<file path="src/rtl/fetch_pkg.sv">
// Shared types and constants for the instruction fetch stage.
package fetch_pkg;

  typedef enum logic {
    IDLE  = 1'b0,
    FETCH = 1'b1
  } fetch_state_t;

  localparam logic [31:0] NOP_INSTR = 32'h0000_0013;
  localparam logic [31:0] PC_STEP   = 32'd4;

  // Redirect targets are forced onto a word boundary before use.
  function automatic logic [31:0] align_word(input logic [31:0] addr);
    return {addr[31:2], 2'b00};
  endfunction

  function automatic logic is_misaligned(input logic [31:0] addr);
    return (addr[1:0] != 2'b00);
  endfunction

endpackage

</file>
<file path="src/rtl/if_stage.sv">
// Instruction fetch stage: PC register, IF/ID holding register with
// valid/ready handshake, redirect handling and a transfer counter.
module if_stage
  import fetch_pkg::*;
#(
  parameter logic [31:0] RESET_PC = 32'h0000_0000
) (
  input  logic        clk,
  input  logic        rst_n,
  input  logic        fetch_en,
  output logic [31:0] imem_addr,
  input  logic [31:0] imem_instr,
  input  logic        redirect_valid,
  input  logic [31:0] redirect_pc,
  output logic        id_valid,
  input  logic        id_ready,
  output logic [31:0] id_pc,
  output logic [31:0] id_instr,
  output logic        misalign_err,
  output logic [31:0] fetch_count
);

  fetch_state_t state;
  logic [31:0]  pc;
  logic         transfer;
  logic         capture;

  assign imem_addr = pc;
  assign transfer  = id_valid && id_ready;
  assign capture   = (state == FETCH) && fetch_en && (!id_valid || id_ready)
                     && !redirect_valid;

  // A redirect wins over capture; a transfer on the same edge is still counted.
  always_ff @(posedge clk) begin
    if (!rst_n) begin
      state        <= IDLE;
      pc           <= RESET_PC;
      id_valid     <= 1'b0;
      id_pc        <= 32'h0000_0000;
      id_instr     <= NOP_INSTR;
      misalign_err <= 1'b0;
      fetch_count  <= 32'h0000_0000;
    end else begin
      state <= fetch_en ? FETCH : IDLE;
      if (transfer) begin
        fetch_count <= fetch_count + 32'd1;
      end
      if (redirect_valid) begin
        pc       <= align_word(redirect_pc);
        id_valid <= 1'b0;
        if (is_misaligned(redirect_pc)) begin
          misalign_err <= 1'b1;
        end
      end else if (capture) begin
        id_instr <= imem_instr;
        id_pc    <= pc;
        id_valid <= 1'b1;
        pc       <= pc + PC_STEP;
      end else if (transfer) begin
        id_valid <= 1'b0;
      end
    end
  end

endmodule

</file>
<file path="config.mk">
export PLATFORM = sky130hd
export DESIGN_NAME = if_stage
export DESIGN_NICKNAME = d
export VERILOG_FILES = /design/src/rtl/fetch_pkg.sv /design/src/rtl/if_stage.sv
export SDC_FILE = /design/constraint.sdc
export NUM_CORES = 1
export LEC_CHECK = 0
export ABC_AREA = 1
export CAP_MARGIN = 25
export CELL_PAD_IN_SITES_DETAIL_PLACEMENT = 1
export CELL_PAD_IN_SITES_GLOBAL_PLACEMENT = 2
export CORE_ASPECT_RATIO = 1.25
export CORE_MARGIN = 5
export CORE_UTILIZATION = 26
export CTS_CLUSTER_DIAMETER = 120
export DETAILED_ROUTE_END_ITERATION = 8
export PLACE_DENSITY_LB_ADDON = 0.1
export SETUP_SLACK_MARGIN = 0.5
export SLEW_MARGIN = 20
export SYNTH_ARGS = -nofsm -noshare
export SYNTH_HDL_FRONTEND = slang
export SYNTH_SLANG_ARGS = --single-unit
export TNS_END_PERCENT = 30
</file>
<file path="constraint.sdc">
create_clock -name clk -period 2.8 [get_ports clk]
set_clock_uncertainty 0.05 [all_clocks]
set_input_delay 0.84 -clock clk [delete_from_list [all_inputs] [get_ports clk]]
set_output_delay 0.84 -clock clk [all_outputs]
set_load 0.02 [all_outputs]
</file>
# --- Word level (Yosys, flattened, before mapping) ---
# Index checks and enable logic that the tools add are counted.
word_totals:
  output_inout_bits: 130
  reg_bits: 131
  in_bits: 69
  elab_cells: 30
op_classes:
  add_sub_neg: 2
  n_reduce_logical: 13
  bitwise_logic: 2
  muxes: 5
op_table:
  columns: ["op", "count"]
  rows:
  - ["$mux W32", 2]
  - ["$add A32 B1 Y32 const B", 1]
  - ["$add A32 B3 Y32 const B", 1]
  - ["$reduce_bool A2 Y1", 3]
  - ["$logic_and A1 B1 Y1", 4]
  - ["$reduce_and A2 Y1", 2]
  - ["$mux W1", 3]
  - ["$logic_not A1 Y1", 2]
  - ["$not A1 Y1", 2]
  - ["$reduce_or A2 Y1", 1]
  - ["$logic_or A1 B1 Y1", 1]

# --- Longest topological paths before layout ---
logic_depth:
  word_depth: 6
  ltp_mapped: 11
  mapped_depth_nobuf: 11

# --- Worst setup path after synthesis ---
# No wires, ideal clock.
synth_timing:
  kind: "input-to-reg"
  start: "input redirect_valid"
  end: "register pc[7], in the netlist imem_addr[7]"
  required_ns: 2.680
  cell_stages: 9
  setup_time_ns: 0.070
  path_slack_ns: 0.923
  n_path_buf: 2
  t_arrival_ns: 1.756
  cell_sequence: "clkbuf_2 > inv_2 > nand2_2 > inv_2 > buf_2 > nand2_1 > o21ai_0 > o21ai_0 > a21oi_1"
synth_between:
  elab_chain_cells: 3
synth_lines:
  columns: ["item", "line_no", "rtl"]
  rows:
  - ["start: declaration", "if_stage.sv:13", "input logic redirect_valid,"]
  - ["$logic_not A1 Y1", "if_stage.sv:31", "&& !redirect_valid;"]
  - ["$logic_and A1 B1 Y1", "if_stage.sv:31", null]
  - ["$reduce_bool A2 Y1 (no line)", null, null]
  - ["end signal: assignment", "if_stage.sv:49", "pc <= align_word(redirect_pc);"]
  - ["end signal: assignment", "if_stage.sv:58", "pc <= pc + PC_STEP;"]
  - ["end: declaration", "if_stage.sv:24", "logic [31:0] pc;"]
# Several ways; a longest one is shown, not always the timed one.
# A chain may end at the register's enable or synchronous reset.

# --- Final worst setup path ---
layout_timing:
  start: "register fetch_count[19]"
  end: "output fetch_count[19]"
layout_rtl:
  columns: ["item", "line_no", "rtl"]
  rows:
  - ["start: declaration", "if_stage.sv:20", "output logic [31:0] fetch_count"]
  - ["start signal: assignment", "if_stage.sv:46", "fetch_count <= fetch_count + 32'd1;"]
# No word-level cell between the ends.

==> impl_summary.md <==
Run status
The flow ran to the end, and the final reports show no timing, DRC or antenna violations.

CTS
The number of levels the H-tree was split into is 4. The clock edge transition at the registers on the reported setup and hold paths is 0.06 ns. The clock reaches the later pin of the worst-skew pair after 0.42 ns. The TritonCTS clock tree is yes.

The count of clock tree sinks is 127. The tree is rooted in a sky130_fd_sc_hd__clkbuf_16. The number of hold buffers added after CTS was 0. In this run, CTS created clock tree buffers numbering 17. The longest clock path from root to sink contains 2 buffers.

Route
The via count is 6536. The amount of wire on met2 after detailed routing is 12.37 mm. The routed metal-1 wire length is 10.15 mm. Once detail routing completed, the nets flagged for antenna violations numbered 0. The detailed-router iteration count before antenna repair is 4. The average wire per cell in the routed design is 16.51 um. After detailed routing, the number of remaining DRC violations is 0.

The met3 wirelength from detailed routing is 725 um. The routed wire length is 23.59 mm. The highest layer touched by signal routing is met4. The mean number of vias per cell is 4.574. The detailed router's first-iteration violation count is 195.

Run
The max capacitance violation total is 0.

Synthesis
The warning count from the yosys run is 0. The register bit count reported by yosys is 127. The share of cell area taken by muxes after synthesis is 0%. The async set or reset register ratio after synthesis is 0%. For this run, the leading register cell type out of synthesis is sky130_fd_sc_hd__dfxtp_1. For this run, the register share of the synthesized area comes to 41.39%. The synthesized cell area is 6142 um^2. The post-synthesis share of cell area spent on xor and xnor gates is 0.9982%. The adder-cell share of the synthesized area is 0.4074%.

The number of standard cells after synthesis is 927. After Yosys synthesis, and, or, nand and nor cells account for 36.57% of the synthesized area. After synthesis, the largest family of logic cells by area is simple AND/OR/NAND/NOR gates.

The average instance area after synthesis is 6.626 um^2. Counting distinct cell types in the post-synthesis netlist gives 43. In this run, synthesis inferred 0 flip-flops with an integrated enable. The compound-gate portion of the synthesized area is 11.96%.

Setup path
The worst setup path is of the reg -> out kind. In this run the worst setup path begins at fetch_count[19]$_SDFFE_PN0P_. Data on the critical path is required at its endpoint by 1.91 ns. The nature of the critical path startpoint is a register. Traced cell by cell, the critical path runs through clkdlybuf4s50_1. The data arrival time of the critical path is 1.46 ns. The largest fanout of any net on the critical path is 5.

The kind of cell adding the most delay to the critical path is buffers and inverters. The startpoint of the worst register-to-register path is imem_addr[2]$_SDFFE_PN0P_. The slowest stage of the critical path is the sky130_fd_sc_hd__clkdlybuf4s50_1 cell. Together, buffers and inverters on the worst path number 1. The worst setup path is captured at an output port. On the worst path, the slowest cell contributes a delay of 0.63 ns.

Timing
Setup violations remaining at the end of the flow were counted as 0. The highest achievable clock rate is 0.4260 GHz. Dividing the final minimum period by the clock period gives 83.83%. The hold violation total from the final report is 0. The final critical-path required period is 2.347 ns. The number of pins exceeding their max-slew limit in the final report is 0. Setup repair after global routing could not meet its margin everywhere. In the final timing run, aggregate negative setup slack is 0 ns. After layout, the worst setup slack is 0.4528 ns.

Cells and area
The layout-stage area growth over the synthesis result is 49.85%. For this run, the number of standard cells in the final layout without fillers is 1429. Fill cells in the final layout number 2933. In the final layout, the multi-input gates occupy 3082 um^2. At the end of the flow, the number of nets in the layout was 1195. The layout cell share with drive strength beyond 1 is 7.564%. The sequential cell area is 2542 um^2. The repair_antennas step left the layout with diodes totalling 0.

GRT
The number of global-route vias before repair is 6831. The maximum number of pins on one net before global-route repair is 89. The initial antenna violation count came to 0. Global routing used 17.47% of the available tracks. The first global-routing pass estimated 37.24 mm of wire.

The residual overflow from global routing is 0.

Power and ir drop
The sequential cell fraction of total power is 39.5%. The power per unit of standard cell area is 528.4 nW/um^2. In this run the power spent charging and discharging nets is 0.001250 W.

The worst-case vdd ir drop is 0.4222 mV. For this design the static power due to leakage is 4.270 nW. Combinational cells account for 10.4% of the total power. The switching power as a share of total power is 25.70%.

The clock network is responsible for 50.1% of the overall power. The internal power of the cells totals 0.003613 W.

Die
The I/O pin count is 199. The die footprint is 26820 um^2. The die height is 181.8 um. Once the floorplan was initialized, standard cells occupied 26.15% of the core. The total number of placement rows is 63.

The die is 147.5 um wide. The placeable core region is 23490 um^2.

Min path
The worst hold path begins at id_instr[1]$_SDFFE_PN1P_. In this run the worst hold path is classified as reg -> reg.

Placed design
In this run the tool buffered the top-level ports with 194 buffer cells. Routability-driven placement finished with a final weighted congestion of 0.7847. The estimated wirelength of the detail-placed design is 17.41 mm. Once placement completed, the tool counted placed cells totaling 1395. Timing analysis after detailed placement gives a worst setup slack of 0.09945 ns.
==> power by group through the flow <==
stage	clock network, W	logic (W)	registers, W
2_1_floorplan	0	0.000166	0.00202
3_3_place_gp	0	0.000518	0.00197
3_5_place_dp	0	0.000520	0.00197
4_1_cts	0.00253	0.000512	0.00192
5_1_grt	0.00260	0.000549	0.00193
6_report	0.00244	0.000503	0.00192
==> flip-flops by register name, summed over array words and instances, names as in the netlist <==
register and flops:
fetch_count 32, id_instr 32, id_pc 30, id_valid 1, imem_addr 30, misalign_err 1
state 1
==> layout make-up <==
cell class | count | share of cell area (%)
clock buffers | 18 | 4.663
inverters | 86 | 3.535
repair buffers | 215 | 24.48
clock inverters | 14 | 2.243
flip-flops and latches | 127 | 27.62
well taps | 292 | 3.970
multi-input cells | 677 | 33.48
==> Yosys cell counts, drive strengths merged (3+ instances only) <==
master / count / area [um^2]
nand3b: 10 / 78.82
xor2: 6 / 52.55
clkbuf: 18 / 68.81
dfxtp: 127 / 2542
nor2: 207 / 843.3
o21ai: 86 / 430.4
inv: 86 / 325.3
a31oi: 11 / 68.82
nor3b: 3 / 22.52
nand3: 45 / 245.2
a21oi: 35 / 175.2
nor3: 8 / 45.04
nand4: 8 / 56.30
nand2: 239 / 929.6
buf: 22 / 135.1
==> per-layer routing <==
metal  global-route usage [%]  up-vias
met4                    4.476        0
met5                        0        -
li1                         -     3334
met3                    3.320       19
met2                    32.23      116
met1                    20.67     3067
==> through the flow <==
step	utilization (%)	instance area (um^2)	total power [W]	hold WS, ns
floorplan	-	6153	0.002183	0.4087
global placement	36.11	8482	0.002483	0.3883
detailed placement	36.11	8482	0.002485	0.3937
CTS	38.70	9091	0.004967	0.4076
global route	39.18	9204	0.005078	0.4379
finish	39.18	9204	0.004863	0.4070
==> path summary, 6_finish.rpt <==
path	depth (start not counted)	slack [ns]	end
hold / removal	2	0.41	id_instr[1]$_SDFFE_PN1P_
setup reg to reg	10	0.81	imem_addr[30]$_SDFFE_PN0P_
hold reg to reg	2	0.41	id_instr[1]$_SDFFE_PN1P_
setup / recovery	1	0.45	fetch_count[19]
==> layout by cell type (no fill, tap or decap), types with 3 or more instances in the layout <==
master	Yosys	final
sky130_fd_sc_hd__nor2_1	194	194
sky130_fd_sc_hd__dlygate4sd2_1	0	21
sky130_fd_sc_hd__a31oi_1	11	11
sky130_fd_sc_hd__nor3_1	7	7
sky130_fd_sc_hd__nand2_1	232	232
sky130_fd_sc_hd__inv_2	4	4
sky130_fd_sc_hd__clkdlybuf4s50_1	0	143
sky130_fd_sc_hd__bufinv_16	0	4
sky130_fd_sc_hd__nand3b_1	9	9
sky130_fd_sc_hd__conb_1	1	4
sky130_fd_sc_hd__a21oi_1	35	35
sky130_fd_sc_hd__dfxtp_1	127	127
sky130_fd_sc_hd__inv_1	81	81
sky130_fd_sc_hd__dlymetal6s2s_1	0	29
sky130_fd_sc_hd__nand3_1	41	41
sky130_fd_sc_hd__buf_12	0	7
sky130_fd_sc_hd__nand4_1	7	7
sky130_fd_sc_hd__nand2_2	4	4
sky130_fd_sc_hd__nand3_2	4	4
sky130_fd_sc_hd__nor2_4	4	4
sky130_fd_sc_hd__xor2_1	6	6
sky130_fd_sc_hd__inv_6	0	4
sky130_fd_sc_hd__nand2_4	3	3
sky130_fd_sc_hd__clkinv_4	0	5
sky130_fd_sc_hd__buf_4	8	12
sky130_fd_sc_hd__o21ai_0	85	85
sky130_fd_sc_hd__nor3b_1	3	3
sky130_fd_sc_hd__nor2_2	8	8
sky130_fd_sc_hd__clkbuf_16	0	18
==> logic make-up (layout without fill, tap and decap cells) <==
kind of cell | after synthesis | in the layout
AOI/OAI and AO/OA | 140 | 140
xor gates and xnor gates | 7 | 7
adders and majority gates | 2 | 2
buffers and inverters | 126 | 333
DFF | 127 | 127
other | 1 | 4
and+or+nand+nor | 524 | 524
==> what timing repair did <==
item	in CTS	in global routing
pin swaps	0	1
buffers inserted	0	1
resized for setup	21	31
setup endpoints to repair	71	104
cloned	0	1
Power figures use the tool's default switching activity.
